===== config.mk =====
export PLATFORM = sky130hd
export DESIGN_NAME = reg_serial_out
export DESIGN_NICKNAME = d
export VERILOG_FILES = /design/src/rtl/reg_serial_out_pkg.sv /design/src/rtl/reg_serial_out_shift_register.sv /design/src/rtl/reg_serial_out.sv
export SDC_FILE = /design/constraint.sdc
export NUM_CORES = 1
export LEC_CHECK = 0
export ABC_AREA = 0
export CAP_MARGIN = 5
export CELL_PAD_IN_SITES_DETAIL_PLACEMENT = 0
export CELL_PAD_IN_SITES_GLOBAL_PLACEMENT = 1
export CORE_MARGIN = 5
export CORE_UTILIZATION = 35
export DETAILED_ROUTE_END_ITERATION = 8
export PLACE_DENSITY = 0.84
export SLEW_MARGIN = 15
export SYNTH_ARGS = -nofsm -noshare
export SYNTH_HDL_FRONTEND = slang
export SYNTH_HIERARCHICAL = 1
export SYNTH_SLANG_ARGS = --single-unit

===== constraint.sdc =====
create_clock -name clk -period 2.25 [get_ports clk]
set_input_delay 0.225 -clock clk [delete_from_list [all_inputs] [get_ports clk]]
set_output_delay 0.225 -clock clk [all_outputs]
set_load 0.03 [all_outputs]

===== src/rtl/reg_serial_out_pkg.sv =====
// Shared types and defaults for the serial read-out register.
// Holds the FSM encoding, the shift-direction encoding, the control bundle
// driven into the shift register, and a helper that picks the outgoing bit
// position for a given bit order.
package reg_serial_out_pkg;

    // Default word geometry; CNT_W must equal clog2(WIDTH).
    localparam int DEF_WIDTH = 32;
    localparam int DEF_CNT_W = 5;

    // Two-state controller: waiting for a word, or streaming one out.
    typedef enum logic {
        ST_IDLE  = 1'b0,
        ST_SHIFT = 1'b1
    } state_t;

    // Direction in which the register moves its contents on a shift.
    // SHIFT_TO_LSB presents bit 0 first; SHIFT_TO_MSB presents bit WIDTH-1 first.
    typedef enum logic {
        SHIFT_TO_LSB = 1'b0,
        SHIFT_TO_MSB = 1'b1
    } shift_dir_t;

    // Per-cycle command to the shift register. Priority is clear > load > shift.
    typedef struct packed {
        logic clear;
        logic load;
        logic shift;
    } shreg_ctrl_t;

    // Idle command: the register holds its contents.
    localparam shreg_ctrl_t SHREG_HOLD = '{clear: 1'b0, load: 1'b0, shift: 1'b0};

    // Direction implied by the bit-order parameter of the top level.
    function automatic shift_dir_t dir_from_order(input bit msb_first);
        return msb_first ? SHIFT_TO_MSB : SHIFT_TO_LSB;
    endfunction

endpackage : reg_serial_out_pkg


===== src/rtl/reg_serial_out_shift_register.sv =====
// WIDTH-bit register with parallel load, shift enable, shift direction and
// synchronous clear. Built as an array of identical one-bit cells, each
// selecting its next value from clear / load / neighbour / hold.
// Only the bit at the output end of the shift is exported.
module reg_serial_out_shift_register
    import reg_serial_out_pkg::*;
#(
    parameter int WIDTH = DEF_WIDTH
) (
    input  logic             clk,
    input  shreg_ctrl_t      ctrl,
    input  shift_dir_t       dir,
    input  logic [WIDTH-1:0] data_in,
    output logic             head
);

    // Current register contents, gathered from the individual cells.
    logic [WIDTH-1:0] q;
    // Value each cell takes when a shift is commanded.
    logic [WIDTH-1:0] shifted;

    // Neighbour selection: move one place toward the output end, fill with 0.
    always_comb begin
        shifted = '0;
        if (dir == SHIFT_TO_LSB) begin
            shifted = {1'b0, q[WIDTH-1:1]};
        end else begin
            shifted = {q[WIDTH-2:0], 1'b0};
        end
    end

    // One flip-flop cell per bit; each owns its own storage element.
    for (genvar i = 0; i < WIDTH; i++) begin : g_cell
        logic bit_q;

        // Cell update: clear wins over load, load wins over shift, else hold.
        always_ff @(posedge clk) begin
            // NOTE: state is written with <= so every cell samples its
            // neighbour's old value; with = the shift would ripple in one edge.
            if (ctrl.clear) begin
                bit_q <= 1'b0;
            end else if (ctrl.load) begin
                bit_q <= data_in[i];
            end else if (ctrl.shift) begin
                bit_q <= shifted[i];
            end
        end

        assign q[i] = bit_q;
    end : g_cell

    // The bit presented to the serial sink sits at the end the data moves toward.
    assign head = (dir == SHIFT_TO_LSB) ? q[0] : q[WIDTH-1];

endmodule : reg_serial_out_shift_register


===== src/rtl/reg_serial_out.sv =====
// Serializer: accepts one WIDTH-bit word on a valid/ready load port and emits
// it one bit per beat on a valid/ready serial stream with a last-bit flag.
// Holds the IDLE/SHIFT controller, the beat counter and the output decode.
// Outputs are decoded from registered state only; no input reaches an output
// combinationally.
module reg_serial_out
    import reg_serial_out_pkg::*;
#(
    parameter int WIDTH     = DEF_WIDTH,
    parameter int CNT_W     = DEF_CNT_W,
    parameter bit MSB_FIRST = 1'b0
) (
    input  logic             clk,
    input  logic             clr,
    input  logic             load_valid,
    output logic             load_ready,
    input  logic [WIDTH-1:0] data_in,
    input  logic             ser_ready,
    output logic             ser_valid,
    output logic             ser_out,
    output logic             ser_last,
    output logic             busy
);

    // Counter value on the final beat of a word.
    localparam logic [CNT_W-1:0] LAST_CNT = CNT_W'(WIDTH - 1);
    // Shift direction fixed by the bit order.
    localparam shift_dir_t DIR = dir_from_order(MSB_FIRST);

    state_t           state_q;
    state_t           state_d;
    logic [CNT_W-1:0] cnt_q;
    logic [CNT_W-1:0] cnt_d;
    shreg_ctrl_t      sr_ctrl;
    logic             sr_head;
    logic             on_last;

    // The counter reaching LAST_CNT marks the final bit of the word.
    assign on_last = (cnt_q == LAST_CNT);

    // Data path: the word is held and moved by the shift register.
    reg_serial_out_shift_register #(
        .WIDTH (WIDTH)
    ) u_shreg (
        .clk     (clk),
        .ctrl    (sr_ctrl),
        .dir     (DIR),
        .data_in (data_in),
        .head    (sr_head)
    );

    // State and beat-counter registers; clr returns both to their idle values.
    always_ff @(posedge clk) begin
        if (clr) begin
            state_q <= ST_IDLE;
            cnt_q   <= '0;
        end else begin
            state_q <= state_d;
            cnt_q   <= cnt_d;
        end
    end

    // Next-state, counter, shift-register command and output decode.
    always_comb begin
        // NOTE: every signal gets a default before the case so no path
        // leaves one unassigned, which would infer a latch.
        state_d    = state_q;
        cnt_d      = cnt_q;
        sr_ctrl    = SHREG_HOLD;
        load_ready = 1'b0;
        ser_valid  = 1'b0;
        ser_out    = 1'b0;
        ser_last   = 1'b0;
        busy       = 1'b0;

        case (state_q)
            ST_IDLE: begin
                load_ready = 1'b1;
                if (load_valid) begin
                    // Capture the word; data_in is not looked at again.
                    sr_ctrl.load = 1'b1;
                    cnt_d        = '0;
                    state_d      = ST_SHIFT;
                end
            end

            ST_SHIFT: begin
                ser_valid = 1'b1;
                busy      = 1'b1;
                ser_out   = sr_head;
                ser_last  = on_last;
                if (ser_ready) begin
                    if (on_last) begin
                        // Final beat: leave nothing behind for the next word.
                        sr_ctrl.clear = 1'b1;
                        cnt_d         = '0;
                        state_d       = ST_IDLE;
                    end else begin
                        sr_ctrl.shift = 1'b1;
                        cnt_d         = cnt_q + CNT_W'(1);
                    end
                end
            end

            default: begin
                state_d = ST_IDLE;
                cnt_d   = '0;
            end
        endcase

        // clr overrides everything: abort any word and empty the register.
        if (clr) begin
            sr_ctrl = '{clear: 1'b1, load: 1'b0, shift: 1'b0};
        end
    end

endmodule : reg_serial_out


==> summary.txt <==
STA
  • Slew margin rel.: approximately 65%
  • Fin Setup TNS: 0 ps
  • Final setup viols: 0
  • Hold Vio Cnt, Final: 0
  • Clock Skews: between 4 and 5 ps
  • Final worst path period share: 94.8%
  • Max Slew Vio Count: 0
  • Fmax: ~0.47 GHz
  • Unrepaired setup endpoints after global routing: true
  • Minimum clock period: roughly 2100 ps
  • Measured slew at the worst slew-check pin: 524 ps

Layout
  • Final #Nets: 329
  • Final Util: 46.3%
  • Fillers: 614
  • P&R area growth vs syn: 27.5%
  • N_diodes: 0
  • Non-Filler Instances: between 300 and 400
  • Proportion of layout cells with a drive suffix above 1: 9.69%

CTS
  • CTS root buf: clkbuf_8
  • CTS clk-pin slew, worst paths: 70 ps
  • H-tree levels: 2
  • Worst skew pair latency: between 200 and 300 ps
  • Clk sinks: 38
  • CTS max path bufs: 2
  • TritonCTS clock tree: built
  • Num CTS Buffers: 5
  • Cts hold-fix bufs: 0

Worst setup path
  • R2r setup slk: 120 ps
  • CP Launch Point: cnt_q[0]
  • Setup CP Type: reg2reg
  • R2r endpoint: u_shreg/g_cell[14].bit_q
  • Critical path fanouts, max: 10
  • Crit path largest cell delay: 350 ps
  • RR Startpoint: cnt_q[0]
  • Cells along the critical path: ha_1, and3_1, ha_1, nor3_4, buf_4, clkinvlp_4, a211oi_1, o31ai_1
  • Critical Path RT: 2420 ps
  • CP dominant cell by count: ha_1
  • Arrival @ worst endpoint: 2310 ps
  • CP Capture Type: register
  • Slowest CP cell: dfxtp_1
  • Reg2Reg Depth: 8
  • Critical path startpoint category: register

Detailed routing
  • Post-DRT Antenna Nets: 0
  • First DRT Iteration DRCs: 86
  • Total number of vias: 1,929
  • DRT Pass-1 Iters: 4
  • Post-route DRC: 0
  • Routed WL: 5.32 mm
  • Routed WL per cell: 14.6 um
  • Vias/cell: 5.30

Pwr
  • Leakage power: 0.00107 uW
  • Comb pwr share: 18.3%
  • Reg power frac: 50.4%
  • Switching Share: 26.0%
  • Tot Pwr: 1480 uW
  • Pwr Density: 538 nW/um^2
  • Peak VDD IR: around 0.00027 V
  • NetSw: 386 uW
  • Clk pwr share: a little under a third
  • Cell-internal power: 1100 uW

Logic synthesis
  • Top post-synthesis cells by count: dfxtp_1, nand2_1, and3_1
  • Top cell type by total area after synthesis: dfxtp_1
  • Most frequent cell after synthesis: dfxtp_1
  • YS warnings: 6
  • Synth Flop Type: dfxtp_1
  • EDFF count, synth: 0
  • Synth Net Count: 295
  • Mean Syn Cell Area: approximately 8.5 um^2
  • Mapped Area: 2160 um^2
  • Distinct cell type count after synthesis: 34
  • Seq/Total Area, Yosys: a little over a third
  • Top post-synthesis cells by area: dfxtp_1, mux2i_1, a211oi_1, o31ai_1, nand2_1
  • #FFs+latches synth: 38
  • Asr flop ratio synth: 0%
  • Synth Instances: 256
  • Synth top area share: 35.1%

Flow run
  • Max_cap viols: 0

Place
  • Post-DP HPWL: 3.41 mm
  • Total placed cells including tap cells: 353
  • GP Congestion: 0.737
  • Port Buffer Count: 40

Global routing
  • Met2 usage: 22.0%
  • Initial antenna violation count: 0
  • Gr ovfl total: 0
  • Met1 Usage GRT: between 10% and 20%
  • Gr busiest metal: met2
  • Vias in the first global route: ~1,900
  • Met3 Use GR: 4.28%
  • Largest net degree at the start of global routing: 35
  • Total GRT Usage: 14.0%
  • First-pass GRT wire length: 8.71 mm

Floorplanning
  • Core area: 5960 um^2
  • Initial Util: about 36%
  • Die Wd: 88.6 um
  • Die H: ~89 um
  • Top-Level Pins: 41
  • Rows: 28
  • Die ar.: 7860 um^2

Min path
  • Hold endpoint: u_shreg/g_cell[14].bit_q
  • Worst hold stages: 2
  • Min-delay src: u_shreg/g_cell[15].bit_q
  • Hold crit path type: reg2reg

Outcome
  • Outcome: finished clean
## power by group through the flow
stage,Combinational [uW],Sequential (uW),Clock [uW]
floorplan,172,753,0
global placement,259,762,0
detailed placement,264,762,0
CTS,265,748,488
global route,300,754,513
finish,271,748,465
## repair_timing
action	CTS	global route
pin swaps	0	2
buffers inserted	0	3
gates resized for setup	1	3
cloned	0	2
setup endpoints to repair	1	10
## how the worst max path moves through the flow
stage | endpoint | slack, ps | cells after the start
2_1_floorplan | u_shreg/g_cell[22].bit_q | 30 | 10
3_3_place_gp | u_shreg/g_cell[13].bit_q | 200 | 7
3_5_place_dp | u_shreg/g_cell[13].bit_q | 100 | 7
4_1_cts | u_shreg/g_cell[13].bit_q | 80 | 7
5_1_grt | u_shreg/g_cell[21].bit_q | -2 | 8
6_report | u_shreg/g_cell[14].bit_q | 120 | 8
## kinds of logic after synthesis
logic type | count (synthesis) | synth area share [%]
flip-flops | 38 | 35.1
other | 1 | 0.173
buffers and inverters | 32 | 8.44
multiplexers | 15 | 6.99
AND/OR/NAND/NOR | 94 | 22.5
AO/OA/AOI/OAI | 73 | 25.0
adder cells (fa/ha/maj) | 3 | 1.73
## flip-flops by register name, summed over array words and instances, names as in the netlist
register              cells
u_shreg/g_cell.bit_q     32
cnt_q                     5
state_q                   1
## routing by layer
metal	vias up	part of all wire (%)
li1	986	-
met1	894	47
met2	41	45
met3	8	6.5
met4	0	1.4
met5	-	0
## area by class of cell
type                       count  area (um^2)  area share [%]
multi-input combinational    186         1240            44.9
sequential                    38          761            27.6
timing repair buffer          53          552            20.0
tap                           75         93.8            3.40
clock buffer                   6         82.6            2.99
inverter                       5         22.5           0.816
timing repair inverter         1         7.51           0.272
## critical path: cells and delay by family, from the launching register on
kind / cells / cell delay, ps
buffers and inverters: 2 / 380
AND/OR/NAND/NOR: 2 / 410
adder cells (fa/ha/maj): 2 / 460
AO/OA/AOI/OAI: 2 / 410
flip-flops: 1 / 350
## per-stage QoR
stage	worst slack (ps)	cell area, um^2	hold slack (ps)
finish	118	2760	467
global route	-1.97	2760	480
CTS	81.8	2690	471
detailed placement	101	2610	461
global placement	203	2610	458
floorplan	28.4	2170	369
## layout by cell type (no fill, tap or decap), types with 2 or more instances in the layout
cell / netlist / routed
nand2_1: 32 / 32
inv_1: 5 / 4
nor2b_1: 18 / 18
clkbuf_8: 0 / 6
buf_12: 0 / 3
a221oi_1: 2 / 2
a21oi_1: 16 / 16
mux2i_1: 14 / 14
nor2_1: 15 / 15
a211o_1: 12 / 12
dfxtp_1: 38 / 38
nand3_1: 2 / 2
buf_4: 5 / 9
a211oi_1: 18 / 18
o31ai_1: 18 / 18
clkdlybuf4s50_1: 0 / 39
clkinvlp_4: 0 / 2
and3_1: 19 / 19
ha_1: 3 / 3
(Power assumes the default switching activity.)
==> patch: new RTL, same settings <==
Set the package constant `DEF_WIDTH` to 64 (it was 32).
--- a/src/rtl/reg_serial_out_pkg.sv
+++ b/src/rtl/reg_serial_out_pkg.sv
@@ -6,5 +6,5 @@
 
     // Default word geometry; CNT_W must equal clog2(WIDTH).
-    localparam int DEF_WIDTH = 32;
+    localparam int DEF_WIDTH = 64;
     localparam int DEF_CNT_W = 5;
 
Ports: changed (resized data_in); port bits go from 41 to 73. The function was not compared with the original's and may differ.
==> patch against the unedited design <==
  * Design area grew 110%
  * Worst setup slack got worse by 40 ps
  * Routed wire length rose by 120%
  * Power rose by 130%
  * Global-route usage is 0.57 points higher
  * Critical path depth decreased by 1
  * Non-clock buffer count up 37
  * Sequential cell count rose by 32
  * Clock power rose to 3.2 times the old value
  * Synthesized area increased by 110%
  * Critical endpoint is now u_shreg/g_cell[59].bit_q$_SDFFE_PP0P_
==> patch: results (changes against the unedited design) <==
Setup path
  – Arrival time at the worst endpoint: 2420 ps (+110 ps)
  – Worst Reg2Reg Path Length in Cells: 7 (-1)
  – Maximum fanout along the worst path: 8 (-2)
  – Crit-path max cell delay: 520 ps (+170 ps)
  – CP max-delay cell: or3b_4

Finish
  – Top flop regs: u_shreg/g_cell.bit_q x64, cnt_q x5, state_q x1
  – Fin nets: 534 (+62%)
  – Diode count: 0 (unchanged)
  – Filler Cell Count: 1234 (+100%)
  – Share of layout cells above drive strength 1: 22.7% (+13 points)
  – Post-route insts no fill: 639 (+76%)

GRT
  – Gr usage total: 14.6% (+0.57 points)
  – Vias in the first global route: 3642 (+91%)
  – Largest net degree at the start of global routing: 65 (+86%)
  – Initial antenna violation count: 0 (unchanged)
  – First-pass GRT wire length: 18100 microns (+110%)

Route
  – Vias per inst: 5.53 (+4.3%)
  – Final ANT Viol Nets: 0 (unchanged)
  – Routed length per instance: 18.0 microns (+23%)
  – DRT iter0 DRCs: 231 (+170%)
  – Drt first pass iters: 4 (unchanged)

Logic synthesis
  – Synth Warn #: 6 (unchanged)
  – Commonest cells post-synth: dfxtp_1, nand2_1, mux2i_1
  – Adder-Cell Fraction of Synth Area: 0.844% (-0.89 points)
  – Sequential-to-total area share from yosys stat: 31.5% (-3.6 points)
  – Largest cells by area after synthesis: dfxtp_1, o221ai_2, mux2i_1
  – Count of cell types in the netlist: 35 (+2.9%)
  – Xor/xnor share of the synthesized area: 0% (unchanged)
  – Post-synthesis mux area share: 14.4% (+7.4 points)
  – Asr flop ratio synth: 0% (unchanged)
  – Synth Area in Compound Gates: 22.9% (-2.1 points)
  – Top FF cell, synth: dfxtp_1
  – Synth Instances: 412 (+61%)

Clock tree
  – Longest Clk Path Bufs: 2 (unchanged)
  – H-tree levels: 3 (+1)
  – Clk Latency, worst-skew pair: 330 ps (+40 ps)
  – Total CTS buffers: 9 (+4)
  – Clk root buf: clkbuf_16
  – Setup bufs post-CTS: 0 (unchanged)

Place
  – HPWL Detailed: 6990 microns (+100%)
  – # port buffers: 72 (+80%)
  – Cell count after placement: 617 (+75%)
  – DP Area: 0.00524 sq mm (+100%)
  – DP Worst Slack: -11.5 ps (-112 ps)
  – GP Congestion: 0.742 (+0.73%)

Power
  – Max IR drop VDD: 351 uV (+30%)
  – Cell Pwr Density: 589 mW/mm^2 (+9.5%)
  – Static Leak: 1.93 nW (+80%)

Timing
  – Clk_skew: 5.31 ps (+1.29 ps)

Run status
  – Status: finished, final reports clean

Worst hold path
  – Worst min path class: in2reg
  – Hold path cells: 3 (+1)
[patch: report_power, final]
group	total [W]	internal, W	switching [W]
logic	0.000518	0.000270	0.000248
clock network	0.00148	0.000963	0.000519
registers	0.00135	0.00130	0.0000498
[patch: worst max-delay path, delay by kind of cell (launching register included)]
family	cells	cell delay [ps]
adders and majority gates	2	390
buffers and inverters	1	220
DFF	1	340
AOI/OAI and AO/OA	2	410
and+or+nand+nor	2	730
[patch: routing by layer]
| layer | GRT usage, % | vias up | wire length (microns) |
|---|---|---|---|
| met5 | 0 | - | 0 |
| li1 | - | 1742 | - |
| met4 | 3.01 | 0 | 84 |
| met3 | 4.15 | 6 | 632 |
| met1 | 19.6 | 1707 | 5170 |
| met2 | 23.4 | 78 | 5590 |
[patch: final timing paths]
check	start	to	slack (ps)
max reg2reg	cnt_q[1]$_SDFFE_PP0P_	u_shreg/g_cell[59].bit_q$_SDFFE_PP0P_	80
min	data_in[47]	u_shreg/g_cell[47].bit_q$_SDFFE_PP0P_	510
min reg2reg	cnt_q[3]$_SDFFE_PP0P_	cnt_q[3]$_SDFFE_PP0P_	530
max	cnt_q[1]$_SDFFE_PP0P_	u_shreg/g_cell[59].bit_q$_SDFFE_PP0P_	80
[patch: area by class of cell]
type                            instances  area share, %
Multi-Input combinational cell        290           48.1
Sequential cell                        70           24.7
Timing Repair Buffer                   90           17.9
Clock buffer                           11           4.10
Tap cell                              172           3.79
Clock inverter                          4           1.28
Inverter                                2          0.132
[patch: repair_timing]
action,in CTS,in global routing
pin swaps,0,3
setup endpoints to repair,54,62
gates resized for setup,2,5
endpoints found under the hold margin,0,0
hold buffers,0,0
gates cloned,0,7
